===== config.mk =====
export PLATFORM = sky130hd
export DESIGN_NAME = seq_mul
export DESIGN_NICKNAME = d
export VERILOG_FILES = /design/src/rtl/seq_mul.sv
export SDC_FILE = /design/constraint.sdc
export NUM_CORES = 1
export LEC_CHECK = 0
export CORE_MARGIN = 4
export CORE_UTILIZATION = 43
export CTS_CLUSTER_DIAMETER = 60
export DETAILED_ROUTE_END_ITERATION = 16
export GPL_TIMING_DRIVEN = 0
export PLACE_DENSITY = 0.71
export SLEW_MARGIN = 0
export SYNTH_ARGS = -nofsm -noshare
export SYNTH_HDL_FRONTEND = slang
export SYNTH_SLANG_ARGS = --single-unit

===== constraint.sdc =====
create_clock -name clk -period 4.2 [get_ports clk]
set_input_delay 0.42 -clock clk [delete_from_list [all_inputs] [get_ports clk]]
set_output_delay 0.42 -clock clk [all_outputs]
set_load 0.05 [all_outputs]

===== src/rtl/seq_mul.sv =====
// Iterative shift-add multiplier: one multiplier bit per clock, valid/ready on both sides.
// Optional two's-complement mode enabled by defining SEQ_MUL_SIGNED_EN.
module seq_mul #(
    parameter int unsigned N = 16
) (
    input  logic           clk,
    input  logic           rst,
    input  logic           in_valid,
    output logic           in_ready,
    input  logic [N-1:0]   input1,
    input  logic [N-1:0]   input2,
`ifdef SEQ_MUL_SIGNED_EN
    input  logic           signed_mode,
`endif
    output logic           out_valid,
    input  logic           out_ready,
    output logic [2*N-1:0] mul_o,
    output logic           busy
);

    localparam int unsigned CW = $clog2(N + 1);

    typedef enum logic [1:0] {
        IDLE,
        CALC,
        DONE
    } state_t;

    state_t         state, next_state;
    logic [2*N-1:0] mcand;
    logic [N-1:0]   mplier;
    logic [2*N-1:0] acc;
    logic [CW-1:0]  cnt;
    logic [2*N-1:0] sum;
    logic [2*N-1:0] result;
    logic [N-1:0]   a_mag;
    logic [N-1:0]   b_mag;
    logic           accept;

`ifdef SEQ_MUL_SIGNED_EN
    logic neg;
    logic neg_d;
`endif

    assign out_valid = (state == DONE);
    assign busy      = (state != IDLE);
    assign accept    = (state == IDLE) && in_valid && in_ready;

    always_comb begin
        next_state = state;
        case (state)
            IDLE:    if (accept) next_state = CALC;
            CALC:    if (cnt == CW'(1)) next_state = DONE;
            DONE:    if (out_ready) next_state = IDLE;
            default: next_state = IDLE;
        endcase
    end

    // Signed mode multiplies magnitudes; the sign is reapplied when the result is stored.
    always_comb begin
`ifdef SEQ_MUL_SIGNED_EN
        a_mag = (signed_mode && input1[N-1]) ? (~input1 + 1'b1) : input1;
        b_mag = (signed_mode && input2[N-1]) ? (~input2 + 1'b1) : input2;
        neg_d = signed_mode && (input1[N-1] ^ input2[N-1]);
`else
        a_mag = input1;
        b_mag = input2;
`endif
        sum = acc + (mplier[0] ? mcand : '0);
`ifdef SEQ_MUL_SIGNED_EN
        result = neg ? (~sum + 1'b1) : sum;
`else
        result = sum;
`endif
    end

    always_ff @(posedge clk) begin
        if (rst) begin
            state    <= IDLE;
            in_ready <= 1'b0;
            mul_o    <= '0;
            acc      <= '0;
            cnt      <= '0;
            mcand    <= '0;
            mplier   <= '0;
`ifdef SEQ_MUL_SIGNED_EN
            neg      <= 1'b0;
`endif
        end else begin
            state    <= next_state;
            // Registered so in_ready stays low for the first cycle after reset.
            in_ready <= (next_state == IDLE);
            case (state)
                IDLE: begin
                    if (accept) begin
                        mcand  <= {{N{1'b0}}, a_mag};
                        mplier <= b_mag;
                        acc    <= '0;
                        cnt    <= CW'(N);
`ifdef SEQ_MUL_SIGNED_EN
                        neg    <= neg_d;
`endif
                    end
                end
                CALC: begin
                    acc    <= sum;
                    mcand  <= mcand << 1;
                    mplier <= mplier >> 1;
                    cnt    <= cnt - CW'(1);
                    if (cnt == CW'(1)) mul_o <= result;
                end
                default: ;
            endcase
        end
    end

endmodule


### Word-level counts from Yosys, hierarchy flattened

Index checks and enable logic that the tools add are counted.

* magnitude comparators: 0
* $mul: 0
* div/mod/pow operators: 0
* bitwise operators: 0
* multiplexer cells: 13
* equality and inequality tests: 4
* shift-type cells: 0
* reductions and logical operators: 8
* add/subtract/negate cells: 2

Operators with widths (number)
* one-hot mux 32 bit (2 select lines): 2
* 2-to-1 mux 32 bit: 3
* adder 32 bit: 1
* one-hot mux 16 bit (2 select lines): 1
* 2-to-1 mux 16 bit: 1
* one-hot mux 5 bit (2 select lines): 1
* 2-to-1 mux 2 bit: 3
* one-hot mux 2 bit (3 select lines): 1
* == test 5 x 1 -> 1 bit (second input constant): 1
* 2-to-1 mux 5 bit: 1
* subtractor 5 x 1 -> 5 bit (second input constant): 1
* zero test 2 bit: 2
* AND reduction 2 bit: 2
* nonzero test 2 bit: 2
* == test 2 x 1 -> 1 bit (second input constant): 1
* == test 2 bit (second input constant): 1
* logical AND 1 bit: 2
* inequality test 2 bit (second input constant): 1

* RAM bits: 0
* memories: 0
* output and inout port bits: 35
* latch bits: 0
* word-level logic and storage cells: 34
* input port bits: 36
* flip-flop bits (word level): 120
* memory bits (read-only): 0

### Logic depth before layout (Yosys ltp)

Gate-level depths: netlist (run 1).

* word-level depth: 6
* gate-level depth with buffers: 13

### Least setup slack after synthesis (run 1)

Ideal clock, no wire load.

* path kind: register to register
* from: register mplier[0]
* to: register mul_o[30]
* cell stages (with the launch flop): 14
* clock period less this slack: 2938 ps
* required time: 4130 ps
* path buffers: 1
* setup time: 70 ps
* data arrival time: 2868 ps
* path slack: 1262 ps
* cells stage by stage: dfxtp_1 -> clkbuf_1 -> and2_1 -> ha_1 -> fa_1 -> a21oi_1 -> o22ai_1 -> o31a_1 -> a211oi_1 -> a21oi_1 -> a221oi_2 -> xnor2_1 -> nand2_1 -> a21oi_1

* word-level cells in the longest chain between the ends: 2

RTL lines
* start, declared: line 31 `logic [N-1:0] mplier;`
* start signal, assigned: line 97 `mplier <= b_mag;`
* start signal, assigned: line 108 `mplier <= mplier >> 1;`
* 2-to-1 mux 32 bit: line 69 `sum = acc + (mplier[0] ? mcand : '0);`
* adder 32 bit: line 69
* end signal, assigned: line 110 `if (cnt == CW'(1)) mul_o <= result;`
* end, declared: line 17 `output logic [2*N-1:0] mul_o,`

Every way passes these cells.
A chain may end at the register's enable or synchronous reset.

### Worst setup path after layout (run 1)

Ends and elaborated chain as after synthesis.

==> results.py, run 1 <==
metrics = {
    "run_status": {
        "outcome": "finished, final reports clean",
    },
    "setup_path": {
        "r2r-end": "mul_o[30]",
        "criticalPathCategory": "flop to flop",
        "r2r_slack_ns": 0.43,
        "crit_buf_inv": 1,
        "critPathLaunchType": "flop",
        "worst_path_max_delay_cell": "a211oi_1",
        "crit_fanout": 10,
        "cp-end-kind": "flop",
        "path_common_cell": "a21oi_1",
        "cp.required_ns": 4.56,
        "critPathTopFamily": "compound AO/OA/AOI/OAI gates",
        "cp.arrival_ns": 4.13,
        "cpPeakStageDelay_ns": 0.57,
        "r2r_start": "mplier[0]",
        "path_cells": "clkbuf_1, and2_1, ha_1, fa_1, a21oi_1, o22ai_1, o31a_1, a211oi_1, a21oi_1, a221oi_2, xnor2_1, nand2_1, a21oi_1",
        "r2r_cells": 13,
    },
    "die": {
        "core-area_um2": 14500,
        "die_x_um": 130,
        "die_height_um": 130,
        "die-area_um2": 16900,
        "ios": 71,
        "rows": 44,
        "start_util": 0.440,
    },
    "finish": {
        "area_growth_pct": 23.6,
        "mostFrequentLayoutCell": "nand2_1",
        "mostFrequentLayoutCells": "162 x nand2_1, 120 x dfxtp_1, 87 x a21oi_1",
        "design_area_um2": 7910,
        "instances_no_fill": 1100,
        "nets": 973,
        "diodes": 0,
        "drive_above_1_share": 0.0524,
        "fillers": 1424,
    },
    "sta": {
        "hold_viol_final": 0,
        "fmax_mhz": 265,
        "tns_ns": 0,
        "setup_slack_ns": 0.429,
        "fin_crit_sh": 0.898,
        "holdWs_ns": 0.452,
        "finalSetupViolCount": 0,
        "rsz0062_at_grt": "false",
        "slew_headroom": 0.216,
        "worst_pin_slew_ns": 1.17,
        "fin_crit_ns": 3.77,
        "finalMaxSlewViolations": 0,
        "clock_skew_ns": 0.00930,
    },
    "synthesis": {
        "synthAdderAreaFrac": 0.0677,
        "synth_edf_count": 0,
        "synth_compound_area_frac": 0.222,
        "synth-warning-count": 0,
        "synthFlopType": "dfxtp_1",
        "synthDistinctLibCells": 55,
        "synth_xor_area_frac": 0.0424,
        "syn_area_um2": 6400,
        "synth-seq-cells": 120,
        "syn_avg_cell_area_um2": 7.86,
        "synth_top_family_by_area": "simple AND/OR/NAND/NOR gates",
        "synthSimpleGateAreaFrac": 0.246,
        "postSynth.asyncResetShare": 0,
        "ys_seq_area_frac": 0.376,
        "syn_inst": 814,
        "synthMuxAreaShare": 0.00313,
        "synth.net_count": 884,
    },
    "cts": {
        "postCtsResizedCells": 0,
        "postCtsSetupRepairBufs": 0,
        "clock_path_buffers": 2,
        "hold_buffers": 0,
        "cts_buffers": 17,
        "insertion_delay_ns": 0.43,
        "htree_levels": 4,
        "cts_root_buf": "clkbuf_16",
        "clock-sinks": 120,
        "clk_pin_slew_ns": 0.06,
        "cts_tree": "done",
    },
    "placed_design": {
        "dpl_cell_area_um2": 7330,
        "dp_hpwl_um": 12400,
        "pre_cts_slack_ns": 0.486,
        "gp_congestion": 0.920,
        "dp_cells": 1068,
        "io_buffers": 70,
    },
    "power": {
        "powerDensity_nw_per_um2": 370,
        "p_leak_nw": 3.11,
        "p_int_mw": 2.15,
        "switching_power_mw": 0.773,
        "pwr-share-seq": 0.414,
        "power_switching_share": 0.264,
        "combPwrFrac": 0.097,
        "pwr-share-clk": 0.489,
        "vdd_drop_max_uv": 322,
    },
    "routing": {
        "wl_um": 17400,
        "ant_nets": 0,
        "drtPass1Iterations": 5,
        "wl_per_cell_um": 15.8,
        "drc": 0,
        "vias": 6030,
        "drtIter0Drc": 418,
        "vias_per_cell": 5.48,
    },
    "global_route": {
        "overflow": 0,
        "grt_use_total": 0.214,
        "first_global_vias": 5728,
        "antenna_found_initial": 0,
        "grt_max_degree": 17,
        "grt_pass1_wl_um": 28500,
    },
    "worst_hold_path": {
        "min_path_type": "flop to flop",
        "min_from": "mul_o[15]",
        "hold_depth": 2,
        "worstHoldEndpoint": "mul_o[15]",
    },
    "flow_run": {
        "max_cap_violations": 0,
    },
}
through the flow:
step	util	power [mW]
4_1_cts	0.544	2.94
6_report	0.544	2.93
2_1_floorplan	-	1.41
5_1_grt	0.544	3.03
3_5_place_dp	0.504	1.52
3_3_place_gp	0.504	1.52
state kept, by name (all words and copies together) (netlist names):
signal	flops
acc	32
in_ready	1
cnt	5
mul_o	32
state	2
mcand	32
mplier	16
kinds of logic (layout without fill, tap and decap cells):
logic type | after synthesis | in the layout
buf+inv | 69 | 171
fa+ha+maj | 34 | 34
flops | 120 | 120
simple gates | 346 | 346
xor+xnor | 31 | 31
compound gates | 212 | 212
mux | 2 | 2
power groups by stage:
stage / Sequential (mW) / Combinational [mW] / Clock [mW]
after global placement: 1.24 / 0.280 / 0
after floorplan: 1.23 / 0.172 / 0
final: 1.21 / 0.283 / 1.43
after global routing: 1.22 / 0.315 / 1.50
after CTS: 1.21 / 0.283 / 1.45
after detailed placement: 1.24 / 0.281 / 0
how the worst max path moves through the flow:
stage	from	end	cells past startpoint
floorplan	mplier[0]	mul_o[30]	13
global placement	mplier[0]	mul_o[30]	13
detailed placement	mplier[0]	mul_o[30]	13
CTS	mplier[0]	mul_o[30]	13
global route	mplier[0]	mul_o[30]	13
finish	mplier[0]	mul_o[30]	13
worst reg2reg max path, cell delays in order, from the launching register on:
cell and delay, ns:
dfxtp_1 0.39, clkbuf_1 0.26, and2_1 0.20, ha_1 0.20, fa_1 0.42, a21oi_1 0.21, o22ai_1 0.14, o31a_1 0.31
a211oi_1 0.57, a21oi_1 0.25, a221oi_2 0.33, xnor2_1 0.19, nand2_1 0.09, a21oi_1 0.15
cell usage after synthesis (5+ instances only):
cell type  instances  area (um2)
a22o_1            10        87.6
nor2_1            63         236
a21o_1            21         158
clkbuf_1          49         184
a211oi_1           9        67.6
and2_1            35         219
ha_1              33         413
a311oi_1          31         272
a31oi_1            8        50.1
nand2_1          162         608
xnor2_1           22         193
dfxtp_1          120        2400
xor2_1             9        78.8
o21ai_0           21         105
nand3_1           36         180
nor3_1            12        60.1
inv_1             12        45.0
buf_1              5        18.8
a21oi_1           87         435
nand4_1            8        50.1
cell type report:
type | count | area [um2] | area share
flip-flops and latches | 120 | 2400 | 0.304
multi-input cells | 625 | 3720 | 0.470
plain buffers | 57 | 233 | 0.0294
well taps | 184 | 230 | 0.0291
clock buffers | 17 | 425 | 0.0538
clock inverters | 15 | 155 | 0.0196
repair buffers | 70 | 701 | 0.0886
inverters | 12 | 45.0 | 0.00570
per-layer routing:
metal	wire [um]	global-route usage	vias to the layer above
li1	-	-	3046
met1	8220	0.288	2783
met2	7920	0.337	168
met3	853	0.0422	33
met4	433	0.0862	0
met5	0	0	-
Power figures use the tool's default switching activity.
==> inputs of run 2 (changes only) <==
--- a/config.mk
+++ b/config.mk
@@ -5,12 +5,14 @@
 export SDC_FILE = /design/constraint.sdc
 export NUM_CORES = 1
 export LEC_CHECK = 0
+export CELL_PAD_IN_SITES_DETAIL_PLACEMENT = 1
+export CELL_PAD_IN_SITES_GLOBAL_PLACEMENT = 2
 export CORE_MARGIN = 4
-export CORE_UTILIZATION = 43
+export CORE_UTILIZATION = 33
 export CTS_CLUSTER_DIAMETER = 60
 export DETAILED_ROUTE_END_ITERATION = 16
 export GPL_TIMING_DRIVEN = 0
-export PLACE_DENSITY = 0.71
+export PLACE_DENSITY = 0.86
 export SLEW_MARGIN = 0
 export SYNTH_ARGS = -nofsm -noshare
 export SYNTH_HDL_FRONTEND = slang
==> results.py, run 2 (synthesis gave the netlist of run 1 again) <==
metrics = {
    "placed_design": {
        "gp_congestion": 0.869,
        "pre_cts_slack_ns": 0.359,
        "io_buffers": 70,
        "dp_hpwl_um": 14700,
        "dp_cells": 1144,
    },
    "cts": {
        "htree_levels": 4,
        "cts_buffers": 17,
        "cts_tree": "done",
        "clock_path_buffers": 2,
        "insertion_delay_ns": 0.42,
        "hold_buffers": 0,
        "cts_root_buf": "clkbuf_16",
        "postCtsResizedCells": 0,
        "postCtsSetupRepairBufs": 0,
        "clk_pin_slew_ns": 0.06,
        "clock-sinks": 120,
    },
    "sta": {
        "worst_pin_slew_ns": 1.32,
        "slew_headroom": 0.114,
        "fin_crit_ns": 3.88,
        "holdWs_ns": 0.452,
        "finalMaxSlewViolations": 0,
        "tns_ns": 0,
        "clock_skew_ns": 0.00824,
        "setup_slack_ns": 0.322,
        "hold_viol_final": 0,
        "fin_crit_sh": 0.923,
        "finalSetupViolCount": 0,
        "rsz0062_at_grt": "false",
        "fmax_mhz": 258,
    },
    "setup_path": {
        "r2r_start": "mplier[0]",
        "cpPeakStageDelay_ns": 0.65,
        "r2r_cells": 13,
        "cp.required_ns": 4.55,
        "r2r_slack_ns": 0.32,
        "crit_fanout": 10,
        "critPathLaunchType": "flop",
        "criticalPathCategory": "flop to flop",
        "path_common_cell": "a21oi_1",
        "cp.arrival_ns": 4.23,
        "cp-end-kind": "flop",
        "path_cells": "clkbuf_1, and2_1, ha_1, fa_1, a21oi_1, o22ai_1, o31a_1, a211oi_1, a21oi_1, a221oi_2, xnor2_1, nand2_1, a21oi_1",
        "worst_path_max_delay_cell": "a211oi_1",
        "r2r-end": "mul_o[30]",
    },
    "power": {
        "vdd_drop_max_uv": 267,
        "total_power_mw": 2.85,
        "pwr-share-seq": 0.426,
        "p_leak_nw": 3.09,
        "switching_power_mw": 0.764,
        "power_switching_share": 0.268,
        "pwr-share-clk": 0.472,
        "combPwrFrac": 0.102,
        "powerDensity_nw_per_um2": 358,
        "p_int_mw": 2.09,
    },
    "die": {
        "die-area_um2": 21700,
        "die_x_um": 147,
        "core-area_um2": 18900,
        "rows": 50,
        "start_util": 0.339,
        "ios": 71,
        "die_height_um": 147,
    },
    "worst_hold_path": {
        "min_path_type": "flop to flop",
        "hold_depth": 2,
        "min_from": "mul_o[19]",
        "worstHoldEndpoint": "mul_o[19]",
    },
    "routing": {
        "ant_nets": 0,
        "wl_um": 20000,
        "drtPass1Iterations": 4,
        "drtIter0Drc": 232,
        "vias_per_cell": 5.18,
        "drc": 0,
        "wl_per_cell_um": 17.0,
        "vias": 6093,
    },
    "global_route": {
        "grt_use_total": 0.186,
        "antenna_found_initial": 0,
        "first_global_vias": 6083,
        "grt_pass1_wl_um": 32500,
        "grt_max_degree": 17,
        "overflow": 0,
    },
    "run_status": {
        "outcome": "finished, final reports clean",
    },
    "finish": {
        "seq_area_um2": 2400,
        "area_growth_pct": 24.5,
        "fillers": 2352,
        "mostFrequentLayoutCell": "nand2_1",
        "drive_above_1_share": 0.0502,
        "nets": 973,
        "multiInputGateArea_um2": 3720,
        "mostFrequentLayoutCells": "162 x nand2_1, 120 x dfxtp_1, 87 x a21oi_1",
        "instances_no_fill": 1176,
        "largestRegisters": "acc x32, mcand x32, mul_o x32",
        "diodes": 0,
    },
    "flow_run": {
        "max_cap_violations": 0,
    },
}
## run 2: changes by cell type in the layout (fill, tap and decap cells not counted)
cell | previous run | this run
bufinv_16 | 2 | 1
clkbuf_1 | 49 | 51
clkinv_4 | 5 | 2
inv_6 | 1 | 0
clkinv_2 | 4 | 6
clkinvlp_4 | 3 | 4
## run 2: how the worst max path moves through the flow
stage                          from   endpoint  slack [ns]  cells past startpoint
after global placement    mplier[0]  mul_o[30]        0.35                     13
after global routing      mplier[0]  mul_o[28]        0.08                     13
after detailed placement  mplier[0]  mul_o[30]        0.36                     13
after CTS                 mplier[0]  mul_o[30]        0.28                     13
final                     mplier[0]  mul_o[30]        0.32                     13
after floorplan           mplier[0]  mul_o[30]        1.26                     13
## run 2: power groups by stage
| stage | Clock (mW) | Combinational (mW) | Sequential (mW) |
|---|---|---|---|
| 4_1_cts | 1.37 | 0.295 | 1.21 |
| 6_report | 1.35 | 0.292 | 1.21 |
| 2_1_floorplan | 0 | 0.172 | 1.23 |
| 3_5_place_dp | 0 | 0.293 | 1.24 |
| 5_1_grt | 1.43 | 0.324 | 1.22 |
| 3_3_place_gp | 0 | 0.290 | 1.24 |
## run 2: stage by stage
stage | instance area (um2) | util
final | 7960 | 0.422
after global routing | 7960 | 0.422
after CTS | 7960 | 0.422
after detailed placement | 7420 | 0.393
after global placement | 7420 | 0.393
after floorplan | 6400 | -
## run 2: routing by layer
metal | up-vias | share of wire | global-route usage
met3 | 25 | 0.038 | 0.0382
met2 | 99 | 0.47 | 0.317
li1 | 3043 | - | -
met1 | 2926 | 0.47 | 0.242
met5 | - | 0 | 0
met4 | 0 | 0.014 | 0.0466
## run 2: worst max-delay path, delay by kind of cell, from the launching register on
kind            cells  cell delay, ns
buf+inv             1            0.27
fa+ha+maj           2            0.62
flops               1            0.40
compound gates      7            2.05
simple gates        2            0.29
xor+xnor            1            0.18
## run 2: cell type report
type | instances | share of cell area
Multi-Input combinational cell | 625 | 0.467
Sequential cell | 120 | 0.302
Buffer | 57 | 0.0292
Clock buffer | 19 | 0.0544
Clock inverter | 13 | 0.0135
Inverter | 12 | 0.00566
Tap cell | 260 | 0.0408
Timing Repair Buffer | 70 | 0.0880
